### src/rtl/spi_flash_reader.sv
// SPI mode-0 READ (0x03) engine answering the core's spi_enable/spi_ack fetch handshake.
// Fetches four bytes starting at FLASH_BASE + addr and returns them as one little-endian word.
module spi_flash_reader #(
    parameter int unsigned CLK_DIV    = 2,
    parameter int unsigned ADDR_W     = 22,
    parameter logic [23:0] FLASH_BASE = 24'h100000
) (
    input  logic              clk,
    input  logic              reset,
    input  logic              spi_enable,
    input  logic [ADDR_W-1:0] addr,
    output logic [31:0]       spi_data,
    output logic              spi_ack,
    output logic              spi_sclk,
    output logic              spi_cs_n,
    output logic              spi_mosi,
    input  logic              spi_miso
);

    typedef enum logic [2:0] {
        IDLE,
        SETUP,
        SHIFT,
        HOLD,
        ACK
    } state_t;

    localparam int unsigned PH_LAST = CLK_DIV - 1;

    state_t             state_q;
    logic [31:0]        tx_q;
    logic [31:0]        rx_q;
    logic [31:0]        data_q;
    logic [6:0]         bit_q;
    logic [CLK_DIV-1:0] phase_q;
    logic               ack_q;
    logic               sclk_q;
    logic               cs_n_q;
    logic               mosi_q;

    logic [23:0]        faddr_d;
    logic [31:0]        tx_d;
    logic               phase_end;

    assign faddr_d   = FLASH_BASE + 24'(addr);
    assign tx_d      = {8'h03, faddr_d};
    assign phase_end = (32'(phase_q) == PH_LAST);

    always_ff @(posedge clk) begin
        if (!reset) begin
            state_q <= IDLE;
            tx_q    <= '0;
            rx_q    <= '0;
            data_q  <= '0;
            bit_q   <= '0;
            phase_q <= '0;
            ack_q   <= 1'b0;
            sclk_q  <= 1'b0;
            cs_n_q  <= 1'b1;
            mosi_q  <= 1'b0;
        end else begin
            case (state_q)
                IDLE: begin
                    if (spi_enable) begin
                        tx_q    <= tx_d;
                        cs_n_q  <= 1'b0;
                        sclk_q  <= 1'b0;
                        mosi_q  <= tx_d[31];
                        state_q <= SETUP;
                    end
                end
                SETUP: begin
                    phase_q <= '0;
                    bit_q   <= '0;
                    state_q <= SHIFT;
                end
                SHIFT: begin
                    if (!phase_end) begin
                        phase_q <= phase_q + CLK_DIV'(1);
                    end else begin
                        phase_q <= '0;
                        if (!sclk_q) begin
                            sclk_q <= 1'b1;
                            // bits 32..63 carry the read data
                            if (bit_q[5]) begin
                                rx_q <= {rx_q[30:0], spi_miso};
                            end
                        end else begin
                            sclk_q <= 1'b0;
                            if (bit_q == 7'd63) begin
                                cs_n_q  <= 1'b1;
                                mosi_q  <= 1'b0;
                                state_q <= HOLD;
                            end else begin
                                // tx drains to zero after 32 shifts, so MOSI idles low during data
                                bit_q  <= bit_q + 7'd1;
                                tx_q   <= {tx_q[30:0], 1'b0};
                                mosi_q <= tx_q[30];
                            end
                        end
                    end
                end
                HOLD: begin
                    data_q  <= {rx_q[7:0], rx_q[15:8], rx_q[23:16], rx_q[31:24]};
                    ack_q   <= 1'b1;
                    state_q <= ACK;
                end
                ACK: begin
                    if (!spi_enable) begin
                        ack_q   <= 1'b0;
                        state_q <= IDLE;
                    end
                end
                default: begin
                    state_q <= IDLE;
                end
            endcase
        end
    end

    assign spi_data = data_q;
    assign spi_ack  = ack_q;
    assign spi_sclk = sclk_q;
    assign spi_cs_n = cs_n_q;
    assign spi_mosi = mosi_q;

endmodule

### config.mk
export PLATFORM = sky130hd
export DESIGN_NAME = spi_flash_reader
export DESIGN_NICKNAME = d
export VERILOG_FILES = /design/src/rtl/spi_flash_reader.sv
export SDC_FILE = /design/constraint.sdc
export NUM_CORES = 1
export LEC_CHECK = 0
export ABC_CLOCK_PERIOD_IN_PS = 1800
export BUFFER_PORTS_ARGS = -buffer_cell sky130_fd_sc_hd__buf_2
export CAP_MARGIN = 20
export CORE_ASPECT_RATIO = 1.5
export CORE_MARGIN = 5
export CORE_UTILIZATION = 35
export DETAILED_ROUTE_END_ITERATION = 8
export HOLD_SLACK_MARGIN = 0.06
export MAX_ROUTING_LAYER = met4
export REMOVE_ABC_BUFFERS = 1
export SLEW_MARGIN = 20
export SYNTH_ARGS = -nofsm -noshare
export SYNTH_HDL_FRONTEND = slang
export SYNTH_SLANG_ARGS = --single-unit
export TNS_END_PERCENT = 1
### constraint.sdc
create_clock -name clk -period 1.8 [get_ports clk]
set_input_delay 0.36 -clock clk [delete_from_list [all_inputs] [get_ports clk]]
set_output_delay 0.36 -clock clk [all_outputs]
set_load 0.01 [all_outputs]
==> summary.md, run 1 <==
| Metric | Value |
|---|---|
| Status | finished clean |
| Synth Area in Compound Gates | 25.3% |
| Clock skew | 10.6 ps |
| Setup total negative slack | 0 ps |
| Yosys top cell area share | 46.8% |
| Initial core utilization | 35.4% |
| Clk pin slew, worst setup/hold paths | 70 ps |
| Final core utilization | 41.4% |
| Count of final hold-check violations | 0 |
| Setup violators final | 0 |
| Die height | 153 um |
| Max-cap viol count | 0 |
| Worst Tran Pin Value | 535 ps |
| Unrepaired setup endpoints after global routing | false |
| DR WL/cell | 14.0 um |
| Io pins | 62 |
| ANT cells | 0 |
| Vias in the first global route | 4008 |
| Final Instance Area | 5550 um2 |
| Power Total | 5.08 mW |
| P&R area growth vs syn | 17.0% |
| Cell Count Post-Placement | 760 |
| Largest net degree at the start of global routing | 51 |
| Critical-path top delay cell | dfxtp_1 |
| Via count | 4060 |
| Initial antenna violation count | 0 |
| Placed cell area | 5260 um2 |
| Post-route DRC | 0 |
| Routed wire length | 10800 um |
| Longest Clk Path Bufs | 2 |
| Most common cell in the netlist | nand2_1 |
| Post-synthesis cell count | 563 |
| Antenna viol nets, final | 0 |
| Die area | 16000 um2 |
| Fmax | 0.581 GHz |
| H-tree depth | 3 |
| Synth cell types | 53 |
| Met1 Resource Use GR | 16.5% |
| Cell type with the highest aggregate area in the netlist | dfxtp_1 |
| # rows | 52 |
| CTS tree | done |
| Post-synth EDFFs | 0 |
| Met3 usage in global routing | 2.46% |
| Crit path launch type | flip-flop |
| Setup crit end kind | flip-flop |
| Tot GR Track Use | 14.0% |
| Hold WC Path Type | in2reg |
| PwrDens | 915 nW/um2 |
| Root Buffer | clkbuf_16 |
| Final Critical Period | 1720 ps |
| Clock Sinks | 111 |
| Sequential share of the synthesized area | 46.8% |
| Max Slew Vio Count | 0 |
| GRT Max-Usage Layer | met2 |
| Worst rel slew slack | 64.3% |
| Period utilization | 95.6% |
| Nets | 637 |
| Share of cells above drive strength 1 | 20.5% |
| DR pass1 iterations | 4 |
| Hold-fix buffers, CTS | 0 |
| GRT Residual Overflow | 0 |
| VDD IR max | 0.610 mV |
| Gpl congestion | 0.849 |
| CP required | 2030 ps |
| Ys Warns | 0 |
| DIE WIDTH | 105 um |
| Area contributors post-synth | dfxtp_1 47%, nand2_1 15%, a21oi_1 8.6% |
| #FFs+latches synth | 111 |
| Area share of fa/ha/maj cells after synthesis | 0.527% |
| Post-Synth XOR/XNOR Area | 0.185% |
| Largest fanout on the critical path | 30 |
| Clock Latency Late Sink | 340 ps |
| Total CTS buffers | 9 |
| LEAKAGE | 1.99 nW |
| Async SR Flop Fraction | 0% |
| Top FF cell, synth | dfxtp_1 |
| Cells along the critical path | ha_1 > and3b_1 > a21boi_2 > buf_12 > nand2_1 > o221a_2 |
| First-pass GRT wire length | 18700 um |
| Detailed-placement wirelength estimate | 7220 um |
| DRT iter0 DRCs | 219 |
| Mean Syn Cell Area | 8.43 um2 |
| Worst Path Arrival | 1950 ps |
| Setup Crit Path Kind | reg2reg |
| Largest family of logic cells by synthesized area | compound AO/OA/AOI/OAI gates |
| GR Util met2 | 24.0% |
| Synth Cell Area | 4740 um2 |
| Post-synthesis mux area share | 1.05% |
| Area share of and/or/nand/nor cells after synthesis | 20.1% |
| Crit-path max cell delay | 330 ps |
| Fin cells | 776 |
| Port buffer count | 61 |
| Placeable Area | 13400 um2 |
| Via/cell ratio | 5.23 |
| Top cells by count, synth | 185 x nand2_1, 111 x dfxtp_1, 82 x a21oi_1 |
final cells by class:
| type | count | area (um2) |
|---|---|---|
| inverters | 5 | 18.8 |
| clock inverters | 6 | 66.3 |
| multi-input cells | 398 | 2250 |
| flip-flops and latches | 111 | 2220 |
| fillers | 1412 | 7850 |
| repair buffers | 84 | 566 |
| clock buffers | 10 | 229 |
| well taps | 162 | 203 |
cells by family after synthesis:
| family | after synthesis |
|---|---|
| adder cells (fa/ha/maj) | 2 |
| buffers and inverters | 54 |
| AO/OA/AOI/OAI | 168 |
| XOR/XNOR | 1 |
| AND/OR/NAND/NOR | 222 |
| flip-flops | 111 |
| multiplexers | 5 |
sequential cells by signal, summed over array words and instances, names as in the netlist:
register and cells:
state_q 3, spi_cs_n 1, phase_q 2, tx_q 31, rx_q 32, spi_ack 1
bit_q 7, spi_sclk 1, spi_data 32, spi_mosi 1
what timing repair did:
action,4_1_cts,5_1_grt
gates resized for setup,0,0
buffers inserted,0,0
setup endpoints to repair,0,2
cell usage in the layout (no fill, tap or decap), types with 2 or more instances in the layout:
cell       instances
a211oi_1          23
a21boi_1           2
a21oi_1           82
a311oi_1           8
a311oi_2          13
a32oi_1            2
and2_1             2
buf_12             7
buf_2             61
buf_4             16
clkbuf_16          9
clkinv_2           2
dfxtp_1          111
ha_1               2
inv_1              4
inv_6              2
mux2i_1            5
nand2_1          185
nand2b_1           6
nand3_1            3
nor2_1             7
nor2b_1            3
nor3_1             2
o211ai_1          17
o21ai_0            6
o221a_2            2
power by group:
| group | internal (mW) | leakage, nW | switching (mW) | total, mW |
|---|---|---|---|---|
| registers | 2.53 | 0.900 | 0.0483 | 2.58 |
| clock network | 1.09 | 0.147 | 0.902 | 1.99 |
| logic | 0.202 | 0.941 | 0.310 | 0.512 |
per-layer routing:
| metal | vias up | wire [um] |
|---|---|---|
| met5 | - | 0 |
| met4 | 0 | 206 |
| met2 | 74 | 5630 |
| met1 | 1917 | 4640 |
| li1 | 2053 | - |
| met3 | 16 | 354 |
final timing paths:
| check | start | to | slack, ps | cells after the start |
|---|---|---|---|---|
| hold / removal | spi_miso | rx_q[0]$_SDFFE_PN0P_ | 270 | 3 |
| hold reg to reg | spi_data[17]$_SDFFE_PN0P_ | spi_data[17]$_SDFFE_PN0P_ | 450 | 2 |
| setup reg to reg | bit_q[0]$_SDFFE_PN0P_ | tx_q[24]$_SDFFE_PN0P_ | 80 | 6 |
| setup / recovery | bit_q[0]$_SDFFE_PN0P_ | tx_q[24]$_SDFFE_PN0P_ | 80 | 6 |
through the flow:
stage	setup slack [ps]	hold WS [ps]
finish	79.0	268
global route	3.31	278
CTS	77.4	262
detailed placement	74.1	443
global placement	167	429
floorplan	-2030	416
critical path, delay by kind of cell, from the launching register on:
family	cells	cell delay, ps
AO/OA/AOI/OAI	2	480
buffers and inverters	1	200
adder cells (fa/ha/maj)	1	260
flip-flops	1	330
AND/OR/NAND/NOR	2	340
Power figures use the tool's default switching activity.
==> run 2: changes to the inputs <==
REMOVE_ABC_BUFFERS = unset   (was 1)
==> run 2 against run 1 <==
Wire length fell by 0.96%. Register-to-register slack improved by 30 ps. Critical path depth did not move. Setup slack improved by 26 ps. Sequential power barely moved. First-iteration DRC count fell by 35%. Sequential cell count did not move. Design area rose by 1.5%. Cell count rose by 0.52%. Maximum frequency rose by 1.5%. Largest power group unchanged.
==> summary.md, run 2 (synthesis results as in run 1) <==
| Metric | Value |
|---|---|
| Max Slew Vio Count | 0 (unchanged) |
| # rows | 52 (unchanged) |
| CTS tree | done |
| Initial core utilization | 35.4% (unchanged) |
| Dpl ws | 114 ps (+39.7 ps) |
| Post-Synthesis Net Count | 591 |
| Antenna viol nets, final | 0 (unchanged) |
| Routed wire length | 10700 um (-0.96%) |
| H-tree depth | 3 (unchanged) |
| Status | finished clean |
| Unrepaired setup endpoints after global routing | false |
| LEAKAGE | 2.03 nW (+2.2%) |
| Total CTS buffers | 9 (unchanged) |
| Port buffer count | 61 (unchanged) |
| Setup crit end kind | flip-flop |
| Setup violators final | 0 (unchanged) |
| Clock Latency Late Sink | 340 ps (about the same) |
| Root Buffer | clkbuf_16 |
| Die area | 16000 um2 (unchanged) |
| Clock Sinks | 111 (unchanged) |
| Post-CTS sizing | 0 (unchanged) |
| Most frequent cells in the layout | 185 x nand2_1, 111 x dfxtp_1, 82 x a21oi_1, 61 x buf_2, 23 x a211oi_1 |
| Vias in the first global route | 3901 (-2.7%) |
| Clk pin slew, worst setup/hold paths | 80 ps (about the same) |
| Io pins | 62 (unchanged) |
| Setup total negative slack | 0 ps (unchanged) |
| Final Instance Area | 5640 um2 (+1.5%) |
| ANT cells | 0 (unchanged) |
| Critical-path top delay cell | dfxtp_1 |
| Longest Clk Path Bufs | 2 (unchanged) |
| Count of final hold-check violations | 0 (unchanged) |
| P&R area growth vs syn | 18.8% |
| Fmax | 0.590 GHz (+1.5%) |
| Post-route DRC | 0 (unchanged) |
| Hold WC Path Type | in2reg |
| Crit path buf inv count | 1 (unchanged) |
| Largest fanout on the critical path | 15 (-50%) |
| Clock skew | 5.47 ps (-5.18 ps) |
| CP required | 2040 ps (about the same) |
| Share of cells above drive strength 1 | 21.2% (+0.68 points) |
| DIE WIDTH | 105 um (unchanged) |
| Largest net degree at the start of global routing | 65 (+27%) |
| Final Critical Period | 1700 ps (-26.0 ps) |
| GRT Residual Overflow | 0 (unchanged) |
| Nets | 641 (+0.63%) |
| Setup Crit Path Kind | reg2reg |
| Placed cell area | 5280 um2 (+0.43%) |
| Tot GR Track Use | 13.6% (-0.41 points) |
| Detailed-placement wirelength estimate | 7190 um (-0.37%) |
| Initial antenna violation count | 0 (unchanged) |
| Hold-fix buffers, CTS | 0 (unchanged) |
| Filler cells | 1403 (-0.64%) |
| Crit-path max cell delay | 350 ps (+20 ps) |
| Final core utilization | 42.1% (+0.63 points) |
| Worst Tran Pin Value | 399 ps (-136 ps) |
| Die height | 153 um (unchanged) |
| VDD IR max | 0.428 mV (-30%) |
| Fin cells | 780 (+0.52%) |
| Delay-heaviest family, CP | compound AO/OA/AOI/OAI gates |
| Max-cap viol count | 0 (unchanged) |
| Cells along the critical path | ha_1 > and3b_1 > a21boi_4 > buf_12 > nand2_1 > o221a_2 |
| Post-CTS setup buffer count | 0 (unchanged) |
| Via count | 4038 (-0.54%) |
| DRT iter0 DRCs | 143 (-35%) |
| Most common cell after layout, fill and taps aside | nand2_1 |
| Worst Path Arrival | 1930 ps (-20 ps) |
| Gpl congestion | 0.876 (+3.2%) |
| Worst rel slew slack | 73.4% (+9.1 points) |
| First-pass GRT wire length | 18200 um (-2.4%) |
| PwrDens | 933 nW/um2 (+1.9%) |
| Setup ws final | 105 ps (+26.0 ps) |
| DR pass1 iterations | 4 (unchanged) |
| Via/cell ratio | 5.18 (-1.1%) |
| Crit path launch type | flip-flop |
| DR WL/cell | 13.8 um (-1.5%) |
| Cell Count Post-Placement | 763 (+0.39%) |
| Period utilization | 94.2% (-1.4 points) |
| Placeable Area | 13400 um2 (unchanged) |
-- run 2: cell count changes in the layout (fill, tap and decap cells not counted) --
| cell | change |
|---|---|
| clkinv_4 | -1 |
| inv_6 | +2 |
| a21boi_4 | +1 |
| clkinv_2 | -1 |
| clkbuf_1 | -1 |
| buf_4 | +3 |
| bufinv_16 | +1 |
| clkbuf_16 | +1 |
| a21boi_2 | -1 |
-- run 2: stage by stage --
| step | hold WS, ps | total power [mW] |
|---|---|---|
| after floorplan | 416 | 3.00 |
| after CTS | 262 | 5.32 |
| final | 271 | 5.26 |
| after global placement | 438 | 3.14 |
| after detailed placement | 443 | 3.15 |
| after global routing | 281 | 5.48 |
-- run 2: cell type report --
cell class	count	area, um2	area share (%)
Clock inverter	7	100	1.78
Timing Repair Buffer	88	613	10.9
Multi-Input combinational cell	398	2250	40.0
Clock buffer	9	225	4.00
Inverter	5	18.8	0.333
Tap cell	162	203	3.60
Sequential cell	111	2220	39.4
-- run 2: where the power goes --
part | switching [mW] | leakage, nW | internal [mW]
Clock | 0.925 | 0.161 | 1.24
Combinational | 0.311 | 0.970 | 0.207
Sequential | 0.0490 | 0.900 | 2.53
-- run 2: metal layers --
| metal | up-vias | share of wire, % | track usage (%) |
|---|---|---|---|
| met3 | 17 | 4.0 | 2.37 |
| met5 | - | 0 | - |
| met1 | 1886 | 44 | 16.1 |
| li1 | 2062 | - | - |
| met2 | 73 | 50 | 22.9 |
| met4 | 0 | 1.9 | 5.12 |
-- run 2: worst register-to-register path: cells and delay by family, from the launching register on --
family,cells,cell delay (ps)
AO/OA/AOI/OAI,2,500
adder cells (fa/ha/maj),1,240
buffers and inverters,1,180
flip-flops,1,350
AND/OR/NAND/NOR,2,310
-- run 2: final timing paths --
check        slack, ps                       from                   endpoint  cells after the start
max                100      bit_q[1]$_SDFFE_PN0P_      tx_q[25]$_SDFFE_PN0P_                      6
min                270                    addr[0]       tx_q[0]$_SDFFE_PN0P_                      3
max reg2reg        100      bit_q[1]$_SDFFE_PN0P_      tx_q[25]$_SDFFE_PN0P_                      6
min reg2reg        450  spi_data[25]$_SDFFE_PN0P_  spi_data[25]$_SDFFE_PN0P_                      2
==> run 3: changes to the inputs <==
CORE_UTILIZATION = 40   (was 35)
==> run 3 against run 2 <==
Via count fell by 0.64%. Utilization rose by 5.5 points. Maximum frequency rose by 1.8%. Hold slack got worse by 16 ps. Critical path type unchanged. Critical endpoint is now tx_q[11]$_SDFFE_PN0P_. Largest power group unchanged.
==> summary.md, run 3 (synthesis results as in run 1) <==
| Metric | Value |
|---|---|
| Largest net degree at the start of global routing | 34 (-48%) |
| Worst rel slew slack | 72.2% (-1.2 points) |
| PwrDens | 923 nW/um2 (-0.99%) |
| Dpl ws | 91.8 ps (-21.9 ps) |
| Largest fanout on the critical path | 30 (+15) |
| Tot GR Track Use | 15.8% (+2.2 points) |
| Worst Tran Pin Value | 417 ps (+18.1 ps) |
| Fin cells | 764 (-2.1%) |
| Final Critical Period | 1660 ps (-30.5 ps) |
| WHS Endpoint | rx_q[0]$_SDFFE_PN0P_ |
| Clock Latency Late Sink | 340 ps (about the same) |
| Gpl congestion | 0.835 (-4.7%) |
| CP required | 2020 ps (-20 ps) |
| Die height | 143 um (-6.0%) |
| DIE WIDTH | 98.9 um (-5.8%) |
| Nets | 637 (-0.62%) |
| Most common cell after layout, fill and taps aside | nand2_1 |
| Setup Crit Path Kind | reg2reg |
| Clock skew | 6.41 ps (+0.941 ps) |
| Max-cap viol count | 0 (unchanged) |
| Post-CTS sizing | 0 (unchanged) |
| Initial core utilization | 40.9% (+5.5 points) |
| Root Buffer | clkbuf_16 |
| Io pins | 62 (unchanged) |
| Period utilization | 92.5% (-1.7 points) |
| Status | finished clean |
| DRT iter0 DRCs | 169 (+18%) |
| Register area | 2220 um2 (about the same) |
| Count of final hold-check violations | 0 (unchanged) |
| VDD IR max | 0.406 mV (-5.1%) |
| H-tree depth | 3 (unchanged) |
| Hold WC Path Type | in2reg |
| Setup total negative slack | 0 ps (unchanged) |
| Hold Path Depth | 3 (unchanged) |
| LEAKAGE | 1.98 nW (-2.6%) |
| Setup ws final | 135 ps (+30.5 ps) |
| Post-Synthesis Net Count | 591 (unchanged) |
| Placed cell area | 5200 um2 (-1.4%) |
| Clk pin slew, worst setup/hold paths | 70 ps (about the same) |
| Routed wire length | 10400 um (-2.7%) |
| First-pass GRT wire length | 18100 um (-0.98%) |
| Reg2Reg Setup Slack | 140 ps (+30 ps) |
| Total CTS buffers | 9 (unchanged) |
| Hold-fix buffers, CTS | 0 (unchanged) |
| GRT Residual Overflow | 0 (unchanged) |
| Area occupied by multi-input gates | 2260 um2 (about the same) |
| Filler cells | 1159 (-17%) |
| CTS tree | done |
| Reg2reg start | bit_q[1]$_SDFFE_PN0P_ |
| Clock Sinks | 111 (unchanged) |
| # rows | 48 (-7.7%) |
| Post-CTS setup buffer count | 0 (unchanged) |
| Port buffer count | 61 (unchanged) |
| Longest Clk Path Bufs | 2 (unchanged) |
| Worst Path Arrival | 1880 ps (-50 ps) |
| P&R area growth vs syn | 16.3% |
| Via count | 4012 (-0.64%) |
| Share of cells above drive strength 1 | 21.2% (-0.025 points) |
| Placeable Area | 11600 um2 (-14%) |
| Setup violators final | 0 (unchanged) |
| Antenna viol nets, final | 0 (unchanged) |
| Via/cell ratio | 5.25 (+1.4%) |
| Reg2reg path depth | 6 (unchanged) |
| Fmax | 0.601 GHz (+1.8%) |
| Vias in the first global route | 3846 (-1.4%) |
| DR pass1 iterations | 4 (unchanged) |
| Final Instance Area | 5520 um2 (-2.1%) |
| Hold_sp | spi_miso |
| Cell Count Post-Placement | 748 (-2.0%) |
| Setup crit end kind | flip-flop |
| Initial antenna violation count | 0 (unchanged) |
| Max Slew Vio Count | 0 (unchanged) |
| Most frequent cells in the layout | 185 x nand2_1, 110 x dfxtp_1, 82 x a21oi_1, 61 x buf_2, 23 x a211oi_1 |
| Post-route DRC | 0 (unchanged) |
| Critical R2R Capture | tx_q[11]$_SDFFE_PN0P_ |
| Crit path launch type | flip-flop |
| DR WL/cell | 13.7 um (-0.63%) |
| Detailed-placement wirelength estimate | 7250 um (+0.74%) |
| ANT cells | 0 (unchanged) |
| Die area | 14200 um2 (-12%) |
run 3: cell count changes in the layout (fill, tap and decap cells not counted), sizes merged:
cell	change
clkinvlp	+1
inv	-2
clkinv	+1
buf	-3
bufinv	-1
run 3: routing by layer:
layer  up-vias  global-route usage, %  wire length [um]
li1       2056                      -                 -
met1      1857                   18.3              4460
met5         -                      -                 0
met4         0                   6.33               154
met3        16                   2.67               415
met2        83                   27.3              5410
run 3: per-stage QoR:
step	power (mW)	hold slack, ps	utilization [%]
4_1_cts	5.16	241	47.5
6_report	5.09	255	47.6
5_1_grt	5.34	258	47.6
3_3_place_gp	3.12	433	44.9
2_1_floorplan	3.00	416	-
3_5_place_dp	3.14	443	44.9
run 3: cell type report:
type | count | share of cell area, %
Multi-Input combinational cell | 398 | 40.9
Tap cell | 150 | 3.40
Clock buffer | 10 | 4.33
Sequential cell | 111 | 40.3
Inverter | 5 | 0.340
Timing Repair Buffer | 84 | 9.57
Clock inverter | 6 | 1.18
run 3: worst max-delay path: stages, from the launching register on:
cell,delay [ps]
dfxtp_1,400
ha_2,250
and3b_1,250
a21boi_2,90
buf_12,170
a211oi_1,280
a311oi_2,80
run 3: worst max-delay path by stage:
stage | start | to | depth (start not counted)
after floorplan | bit_q[0]$_SDFFE_PN0P_ | tx_q[2]$_SDFFE_PN0P_ | 6
final | bit_q[1]$_SDFFE_PN0P_ | tx_q[11]$_SDFFE_PN0P_ | 6
after CTS | state_q[1]$_SDFFE_PN0P_ | tx_q[1]$_SDFFE_PN0P_ | 5
after global routing | bit_q[1]$_SDFFE_PN0P_ | tx_q[17]$_SDFFE_PN0P_ | 6
after detailed placement | state_q[1]$_SDFFE_PN0P_ | tx_q[1]$_SDFFE_PN0P_ | 5
after global placement | bit_q[1]$_SDFFE_PN0P_ | tx_q[24]$_SDFFE_PN0P_ | 6
run 3: power breakdown:
group          leakage [nW]  switching (mW)  internal [mW]  total (mW)
clock network         0.149           0.895           1.12        2.02
logic                 0.928           0.306          0.196       0.502
registers             0.901          0.0469           2.53        2.58
